## src/rtl/tmr_vote_ctrl.sv

```systemverilog
// Triple-redundancy vote controller: retires a channel after THRESH consecutive minority votes, then votes 2-of-2.
// All outputs registered, 1 cycle from the en sample; no backpressure, one sample per en strobe.
module tmr_vote_ctrl #(
    parameter int THRESH = 4
) (
    input  logic       clk,
    input  logic       reset,
    input  logic       en,
    input  logic       a,
    input  logic       b,
    input  logic       c,
    input  logic       clr_fault,
    output logic       y,
    output logic       y_valid,
    output logic       mismatch,
    output logic [2:0] fault,
    output logic [1:0] state,
    output logic       err
);
    localparam int CW = $clog2(THRESH + 1);
    localparam logic [CW-1:0] THR_C = CW'(THRESH);

    typedef enum logic [1:0] {
        ST_NORMAL   = 2'b00,
        ST_DEGRADED = 2'b01,
        ST_FAILED   = 2'b10
    } state_e;

    state_e          state_q;
    logic            y_q;
    logic            y_valid_q;
    logic            mismatch_q;
    logic [2:0]      fault_q;
    logic            err_q;
    logic [CW-1:0]   cnt_q [3];
    logic [CW-1:0]   cnt_d [3];

    logic [2:0]      ch;
    logic            maj;
    logic [2:0]      minor;
    logic [2:0]      hit;
    logic [1:0]      sv;

    // Bit 2 is channel a throughout, matching the fault vector layout.
    assign ch    = {a, b, c};
    assign maj   = (a & b) | (a & c) | (b & c);
    assign minor = ch ^ {3{maj}};

    always_comb begin
        for (int i = 0; i < 3; i++) begin
            cnt_d[i] = '0;
            if (minor[i]) begin
                cnt_d[i] = (cnt_q[i] == THR_C) ? cnt_q[i] : cnt_q[i] + 1'b1;
            end
            hit[i] = minor[i] && (cnt_d[i] == THR_C);
        end
    end

    always_comb begin
        case (fault_q)
            3'b100:  sv = {b, c};
            3'b010:  sv = {a, c};
            default: sv = {a, b};
        endcase
    end

    always_ff @(posedge clk or posedge reset) begin
        if (reset) begin
            state_q    <= ST_NORMAL;
            y_q        <= 1'b0;
            y_valid_q  <= 1'b0;
            mismatch_q <= 1'b0;
            fault_q    <= 3'b000;
            err_q      <= 1'b0;
            for (int i = 0; i < 3; i++) cnt_q[i] <= '0;
        end else if (clr_fault) begin
            state_q    <= ST_NORMAL;
            y_valid_q  <= 1'b0;
            mismatch_q <= 1'b0;
            fault_q    <= 3'b000;
            err_q      <= 1'b0;
            for (int i = 0; i < 3; i++) cnt_q[i] <= '0;
        end else begin
            y_valid_q <= 1'b0;
            if (en) begin
                case (state_q)
                    ST_NORMAL: begin
                        y_q        <= maj;
                        y_valid_q  <= 1'b1;
                        mismatch_q <= |minor;
                        for (int i = 0; i < 3; i++) cnt_q[i] <= cnt_d[i];
                        if (|hit) begin
                            fault_q <= fault_q | hit;
                            state_q <= ST_DEGRADED;
                        end
                    end
                    ST_DEGRADED: begin
                        if (sv[1] == sv[0]) begin
                            y_q        <= sv[0];
                            y_valid_q  <= 1'b1;
                            mismatch_q <= 1'b0;
                        end else begin
                            // Two survivors disagree: no way to tell which one is bad.
                            mismatch_q <= 1'b1;
                            err_q      <= 1'b1;
                            state_q    <= ST_FAILED;
                        end
                    end
                    default: ;
                endcase
            end
        end
    end

    assign y        = y_q;
    assign y_valid  = y_valid_q;
    assign mismatch = mismatch_q;
    assign fault    = fault_q;
    assign state    = state_q;
    assign err      = err_q;
endmodule

```

## config.mk

```make
export PLATFORM = sky130hd
export DESIGN_NAME = tmr_vote_ctrl
export DESIGN_NICKNAME = d
export VERILOG_FILES = /design/src/rtl/tmr_vote_ctrl.sv
export SDC_FILE = /design/constraint.sdc
export NUM_CORES = 1
export LEC_CHECK = 0
export BUFFER_PORTS_ARGS = -buffer_cell sky130_fd_sc_hd__buf_4
export CORE_MARGIN = 3
export CORE_UTILIZATION = 40
export DETAILED_ROUTE_END_ITERATION = 12
export GPL_TIMING_DRIVEN = 1
export HOLD_SLACK_MARGIN = 0.06
export PLACE_DENSITY = 0.68
export RECOVER_POWER = 25
export SLEW_MARGIN = 5
export SYNTH_ARGS = -nofsm -noshare
export SYNTH_HDL_FRONTEND = slang
export SYNTH_SLANG_ARGS = --single-unit
```

## constraint.sdc

```tcl
create_clock -name clk -period 3.21 [get_ports clk]
set_input_delay 0.1605 -clock clk [delete_from_list [all_inputs] [get_ports clk]]
set_output_delay 0.1605 -clock clk [all_outputs]
set_load 0.02 [all_outputs]
```

---- Word level (Yosys, flattened, before mapping) ----
Index checks and enable logic that the tools add are counted.
storage, ports and cells
  flip-flop bits (word level) ............. 18
  input port bits ......................... 7
  output and inout port bits .............. 9
  logic and storage cells ................. 85
operators by class
  add/subtract/negate cells ............... 3
  equal/unequal tests ..................... 14
  multiplexer cells ....................... 33
  bitwise logic cells ..................... 8
  reduce and logical (&&, ||, !) cells .... 18
operator list
  kind                                                             number
  3-bit 2-to-1 mux                                                 10
  9-bit 2-to-1 mux                                                 3
  3-bit == test, second input constant                             7
  1-bit 2-to-1 mux                                                 11
  2-bit nonzero test                                               5
  3-bit by 1-bit adder with 3-bit output, second input constant    3
  2-bit 2-to-1 mux                                                 4
  2-bit case mux with 2 select lines                               2
  4-bit AND reduction                                              2
  3-bit inequality test, second input constant                     2
  1-bit case mux with 2 select lines                               3
  3-bit AND reduction                                              2
  3-bit OR reduction                                               2
  2-bit inequality test, second input constant                     2
  2-bit AND reduction                                              2
  1-bit bitwise AND                                                3
  3-bit by 2-bit == test with 1-bit output, second input constant  1
  1-bit logical AND                                                3
  3-bit bitwise OR                                                 1
  3-bit nonzero test                                               1
  3-bit bitwise XOR                                                1
  2-bit by 1-bit == test with 1-bit output, second input constant  1
  2-bit logical NOT                                                1
  1-bit bitwise OR                                                 2
  other kinds (2)                                                  2

---- Longest topological paths before layout ----
Gate-level depths: netlist (run 1).
  word-level depth ........................ 12
  mapped depth ............................ 7
  depth with buffers taken out ............ 7

---- Worst setup path before layout (run 1) ----
No wires, ideal clock.
  kind .................................... flip-flop to flip-flop
  start point ............................. register state_q[1] (netlist: state[1])
  end point ............................... register fault_q[1] (netlist: fault[1])
  setup time .............................. 0.080 ns
  arrival ................................. 1.594 ns
  required time ........................... 3.130 ns
  setup slack ............................. 1.536 ns
  cell stages (with the launch flop) ...... 6
  path buffers ............................ 1
  clock period less this slack ............ 1.674 ns
  cell sequence ........................... dfrtp_1 nand2b_1 or3_1 buf_2 or3_1 o22ai_2
on the way
  cells in the longest elaborated chain, start to end .. 3
ends and longest elaborated chain
  element                        line  RTL
  start: declaration             29    state_e state_q;
  start signal: assignment       69    state_q <= ST_NORMAL;
  start signal: assignment       77    state_q <= ST_NORMAL;
  start signal: assignment       94    state_q <= ST_DEGRADED;
  2-bit logical NOT              86    case (state_q)
  2-bit nonzero test (no line)   n/a
  3-bit AND reduction (no line)  n/a
  end signal: assignment         93    fault_q <= fault_q | hit;
  end: declaration               33    logic [2:0] fault_q;
Every way passes these cells.
A chain may end at the register's enable or synchronous reset.

---- Worst setup path after layout (run 1) ----
  start point ............................. register cnt_q[6] (netlist name)
  end point ............................... register state_q[0] (netlist: state[0])
on the way
  cells in the longest elaborated chain, start to end .. 8
  elaborated cells between the ends (all ways) .. 9
  those cells by class .................... 1 x add/sub; 3 x eq/ne; 2 x mux; 3 x reduce/logical
ends and longest elaborated chain
  element                                                                         line  RTL
  start: declaration                                                              35    logic [CW-1:0] cnt_q [3];
  3-bit by 1-bit adder with 3-bit output / 3-bit == test (equally long branches)  53    cnt_d[i] = (cnt_q[i] == THR_C) ? cnt_q[i] : cnt_q[i] + 1'b1;
  3-bit 2-to-1 mux (*)                                                            53
  3-bit 2-to-1 mux (*)                                                            52    if (minor[i]) begin
  3-bit == test (*)                                                               55    hit[i] = minor[i] && (cnt_d[i] == THR_C);
  1-bit logical AND (*)                                                           55
  3-bit OR reduction (*)                                                          92    if (|hit) begin
  3-bit inequality test (no line) (*)                                             n/a
  4-bit AND reduction (no line) (*)                                               n/a
  end signal: assignment                                                          69
  end signal: assignment                                                          94
  end signal: assignment                                                          106   state_q <= ST_FAILED;
Mark *: on every way between the ends. The rest lies on a longest branch, timed or not.

==> metrics.txt, run 1 <==
max_cap viols=0; net switching power=~120 µW; CTS max path bufs=2; Static Leak=around 0.57 nW; vias in the first global route=970; Mapped Area=0.001192 mm²; Critical Path RT=3.41 ns; share of cells above drive strength 1=16.08%; final cell count without fillers=around 170; Crit path arrival time=1.93 ns; Final period util=54.00%; worst vdd ir=around 0.00018 V; CP max FO=4; status=finished, final reports clean; pre-CTS setup slack=1.498 ns; Switching Fraction=26.58%; Antenna Cells=0; Final Net Count=157; Post-synth EDFFs=0; pin count of the biggest net entering global routing=19; total power=448.8 µW; Final ANT Viol Nets=0; row count=19; Combinational Power Share=15.5%; Hold Crit Class=primary input to register; Syn Inst Count=128; Core ar.=0.002805 mm²; main flop type after synthesis=dfrtp_1; Clk pwr share=31.7%; total global-route track usage=15.85%; RSZ-0062 raised after global routing=no; drt wl/cell=13.73 µm; TritonCTS clock tree=built; post-route setup slack=approximately 1.5 ns; GRT overflow=0; Area contributors post-synth=dfrtp_1, ha_1, inv_1; Reg power frac=52.8%; TNS Setup=0 ns; Design Area, Final=0.001331 mm²; Synth Warn #=0; clk sinks=18; dpl cell area=about 0.0013 mm²; via count=967; Worst-path clk slew=0.11 ns; die footprint=0.003672 mm²; Synth area leader=dfrtp_1; Initial DRC Count=67; R2R Setup Slk=approximately 1.5 ns; Initial Utilization=42.51%; worst skew pair latency=0.30 ns; max_slew headroom=53.06%; final clock skew=0.003818 ns; area grow syn2layout=11.65%; crit path kind=register to register; Seq cells post-synth=18; clk root buf=clkbuf_4; Worst Max-Slew Pin Slew=between 0.7 and 0.8 ns; H-tree depth=1; fmax=576.9 MHz; TritonCTS buffer count=3; endpoints failing hold=0; gpl congestion=0.7294; Worst Hold Slack=0.09799 ns; P per Cell Area=337.1 mW/mm²; port buffer count=15; vias per cell=~5.6; initial antenna violation count=0; placed wire-length estimate=~1.8 mm; Synth Net Count=141; nature of the critical path startpoint=register; mean post-synth cell area=9.316 µm²; Total Wirelength=2.389 mm; Pint=329.5 µW; synth unique cells=41; Remaining DRCs=0; sequential fraction of the synthesis area=37.78%; DIE HEIGHT=60.60 µm; final setup vio count=0; critical path endpoint category=register; Tmin final=about 1.7 ns; placed cells=169; Ports=16; first-pass GRT wire length=4.284 mm; FFs w/ async S/R, synth=100.0%; setup bufs post-CTS=0; DRT Pass-1 Iters=4; die width=60.60 µm; Final Util=47.46%; top cell type's share of synthesized area=37.78%; Final Slew Violations=0
-- repair_timing --
item                      CTS  global route
hold buffers                1             0
hold endpoints to repair   18             0
resized for setup           0             0
-- path summary, 6_finish.rpt --
check                      startpoint  endpoint  cells after the start
max                          cnt_q[6]  state[0]                      7
min                         clr_fault  state[1]                      2
max reg2reg                  cnt_q[6]  state[0]                      7
min reg2reg                       err       err                      2
max in group asynchronous       reset  mismatch                      3
min in group asynchronous       reset  cnt_q[2]                      3
-- power by group through the flow --
stage               combinational, mW  sequential (mW)  clock [mW]
global route                   0.0790            0.238       0.156
CTS                            0.0736            0.237       0.149
floorplan                      0.0484            0.246           0
detailed placement             0.0724            0.242           0
global placement               0.0700            0.241           0
finish                         0.0694            0.237       0.142
-- logic make-up (layout without fill, tap and decap cells) --
kind of cell             Yosys count  count (layout)  share of synthesized area, %
buffers and inverters             18              33                         7.135
AO/OA/AOI/OAI                     31              31                         20.04
flip-flops                        18              18                         37.78
multiplexers                       3               3                         2.938
adder cells (fa/ha/maj)            6               6                         6.296
XOR/XNOR                           4               4                         2.939
AND/OR/NAND/NOR                   48              48                         22.88
-- cells in the final DEF, fill, tap and decap left out, types with 2 or more instances in the layout --
master     n
nand2b_1   3
xnor2_1    2
dfrtp_1   18
ha_1       6
nand3b_1   3
nand2_1   10
a31oi_1    4
mux2i_1    2
inv_1     13
a21oi_1    4
nor2_1    11
buf_4      8
nor3_2     2
nor4bb_1   2
or3_1      2
o21ai_0    8
nor2b_1    2
xor2_1     2
o22ai_1    3
nor3_1     6
a221oi_1   2
clkbuf_4   4
clkbuf_1   6
-- synthesized netlist by cell type (2+ instances only) --
master,count
nor2_1,11
o21ai_0,8
mux2i_1,2
buf_2,2
nor3_1,6
buf_4,2
xnor2_1,2
ha_1,6
a221oi_1,2
nand2_1,10
nor4bb_1,2
or3_1,2
xor2_1,2
nand2b_1,3
o22ai_1,3
nor2b_1,2
inv_1,13
nor3_2,2
a31oi_1,4
nand3b_1,3
a21oi_1,4
dfrtp_1,18
-- sequential cells by signal (all words and copies together), names as in the netlist --
register / count
err: 1
state: 2
y_valid: 1
fault: 3
cnt_q: 9
y: 1
mismatch: 1
-- layout make-up --
cell class | count | area (µm²)
Fill cell | 279 | 1474
Sequential cell | 18 | 450.4
Multi-Input combinational cell | 92 | 656.9
Clock buffer | 4 | 36.28
Timing Repair Buffer | 16 | 100.1
Tap cell | 31 | 38.79
Inverter | 13 | 48.80
-- routing by layer --
metal	track usage (%)	part of all wire, %	vias up
li1	-	-	483
met1	21.22	49	461
met2	24.43	45	16
met3	2.128	2.9	7
met4	9.288	3.0	0
met5	0	0	-
-- worst max-delay path: stages (launching register included) --
cell and delay [ns]:
dfrtp_1 0.42, inv_1 0.11, ha_1 0.21, nor4bb_1 0.30, a31oi_1 0.09, nor2_1 0.11, o31ai_1 0.08, a221oi_1 0.30
(Power assumes the default switching activity.)
==> run 2, diff against run 1 <==
Clock period 3.21 ns to 1.8 ns, I/O delays scaled along.
==> run 2 against run 1 <==
Hold slack better by 0.18 ns. Design area is 5.0% higher. Sequential power increased by 78%. Via count grew 3.8%. Core utilization increased by 2.4 points. Sequential share of layout area shrank 1.6 points. Clock skew barely moved. Largest cell class unchanged. Total power increased by 81%.
==> metrics.txt, run 2 (synthesized netlist as in run 1, its figures left out) <==
Antenna Cells=0 (unchanged); Final Net Count=163 (was 157); worst reg2reg startpoint=cnt_q[3] (was cnt_q[6]); Worst R2R End=state[0] (unchanged); drt wl/cell=14.35 µm (was 13.73 µm); final setup vio count=0 (unchanged); nature of the critical path startpoint=register (unchanged); Critical Path RT=2.01 ns (was 3.41 ns); initial antenna violation count=0 (unchanged); total global-route track usage=15.86% (was 15.85%); Hold Crit Class=primary input to register (unchanged); max_slew headroom=51.05% (was 53.06%); fmax=592.3 MHz (was 576.9 MHz); R2R Setup Slk=0.11 ns (was 1.48 ns); most common cell after layout, fill and taps aside=dfrtp_1 (unchanged); Tmin final=1.688 ns (was 1.733 ns); gpl congestion=0.7985 (was 0.7294); die footprint=0.003672 mm² (unchanged); worst skew pair latency=0.30 ns (about the same); Most flops, register=cnt_q (unchanged); CP max stage cell=dfrtp_1 (unchanged); TritonCTS clock tree=built (unchanged); dpl cell area=0.001323 mm² (was 0.001308 mm²); most frequent cells in the layout=dfrtp_1, inv_1, nor2_1, buf_4, nand2_1 (was dfrtp_1, inv_1, nor2_1, nand2_1); Initial Utilization=42.51% (unchanged); share of cells above drive strength 1=20.81% (was 16.08%); placed wire-length estimate=1.909 mm (was 1.824 mm); clk root buf=clkbuf_4 (unchanged); critical path endpoint category=register (unchanged); H-tree depth=1 (unchanged); via count=1004 (was 967); port buffer count=15 (unchanged); Final period util=93.80% (was 54.00%); TritonCTS buffer count=3 (unchanged); GRT overflow=0 (unchanged); Remaining DRCs=0 (unchanged); vias per cell=5.578 (was 5.557); HP Start=a (was clr_fault); Critical Path, Cell by Cell=inv_1, ha_1, nor4bb_2, a31oi_1, nor3_1, o31ai_1, a221oi_1 (was inv_1, ha_1, nor4bb_1, a31oi_1, nor2_1, o31ai_1, a221oi_1); clk sinks=18 (unchanged); first-pass GRT wire length=4.319 mm (was 4.284 mm); Worst-path clk slew=0.11 ns (about the same); Register-to-Register Path Depth=7 (unchanged); CP peak stage delay=0.41 ns (was 0.42 ns); Critical Path End=state[0] (unchanged); Initial DRC Count=82 (was 67); CP delay by family, top=compound AO/OA/AOI/OAI gates (unchanged); CTS max path bufs=2 (unchanged); vias in the first global route=966 (was 970); Worst Max-Slew Pin Slew=0.7334 ns (was 0.7033 ns); CP Launch Point=cnt_q[3] (was cnt_q[6]); DIE HEIGHT=60.60 µm (unchanged); row count=19 (unchanged); Final ANT Viol Nets=0 (unchanged); die width=60.60 µm (unchanged); endpoints failing hold=0 (unchanged); Crit path arrival time=1.90 ns (was 1.93 ns); P per Cell Area=581.9 mW/mm² (was 337.1 mW/mm²); final clock skew=0.004286 ns (was 0.003818 ns); CP max FO=4 (unchanged); crit path kind=register to register (unchanged); Final Slew Violations=0 (unchanged); Static Leak=0.5937 nW (was 0.5662 nW); max reg flops=9 (unchanged); Total Wirelength=2.583 mm (was 2.389 mm); worst vdd ir=0.0003983 V (was 0.0001774 V); Ports=16 (unchanged); max_cap viols=0 (unchanged); status=finished, final reports clean (unchanged); placed cells=171 (was 169); final cell count without fillers=180 (was 174); CP Depth=7 (unchanged); Design Area, Final=0.001398 mm² (was 0.001331 mm²); DRT Pass-1 Iters=5 (was 4); pin count of the biggest net entering global routing=19 (unchanged); area grow syn2layout=17.21% (was 11.65%); Crit path buffers/inverters=1 (unchanged); Core ar.=0.002805 mm² (unchanged)
==> run 2: timing repair <==
action / 4_1_cts / 5_1_grt
endpoints found under the setup margin: 0 / 5
hold buffers: 3 / 0
resized for setup: 0 / 5
setup buffers: 0 / 2
hold endpoints to repair: 24 / 0
==> run 2: stage by stage <==
step	setup slack, ns	setup TNS (ns)	power, mW	util, %	hold slack [ns]
final	0.1115	0	0.8133	49.82	0.2736
after floorplan	0.1261	0	0.5248	-	0.02857
after detailed placement	0.09769	0	0.5617	47.15	0.2537
after global placement	0.1663	0	0.5562	47.15	0.2464
after global routing	-0.009992	-0.009992	0.8531	49.82	0.3131
after CTS	0.07610	0	0.8208	49.51	0.2871
==> run 2: how the worst min path moves through the flow <==
stage / slack, ns / cells after the start / to
floorplan: 0.03 / 1 / cnt_q[0]
global placement: 0.25 / 2 / cnt_q[7]
detailed placement: 0.25 / 2 / cnt_q[7]
CTS: 0.29 / 4 / mismatch
global route: 0.31 / 4 / mismatch
finish: 0.27 / 4 / mismatch
==> run 2: layer usage <==
metal / global-route usage (%) / up-vias / part of all wire (%)
met4: 6.811 / 0 / 1.6
met3: 2.128 / 5 / 3.8
met2: 26.11 / 24 / 48
li1: - / 495 / -
met1: 20.84 / 480 / 46
met5: 0 / - / 0
==> run 2: final cells by class <==
cell class	count	area (µm²)
inverter	13	48.80
sequential	18	450.4
timing repair buffer	22	146.4
clock buffer	4	36.28
tap	31	38.79
multi-input combinational	92	676.9
fill	262	1408
==> run 2: power breakdown <==
| part | total, mW | leakage, nW | internal [mW] | switching, mW |
|---|---|---|---|---|
| Sequential | 0.423 | 0.246 | 0.415 | 0.00738 |
| Clock | 0.255 | 0.0210 | 0.124 | 0.132 |
| Combinational | 0.136 | 0.327 | 0.0578 | 0.0778 |
==> run 2: worst register-to-register path, cell delays in order (launching register included) <==
cell and delay, ns:
dfrtp_1 0.41, inv_1 0.10, ha_1 0.20, nor4bb_2 0.23, a31oi_1 0.11, nor3_1 0.18
o31ai_1 0.09, a221oi_1 0.29
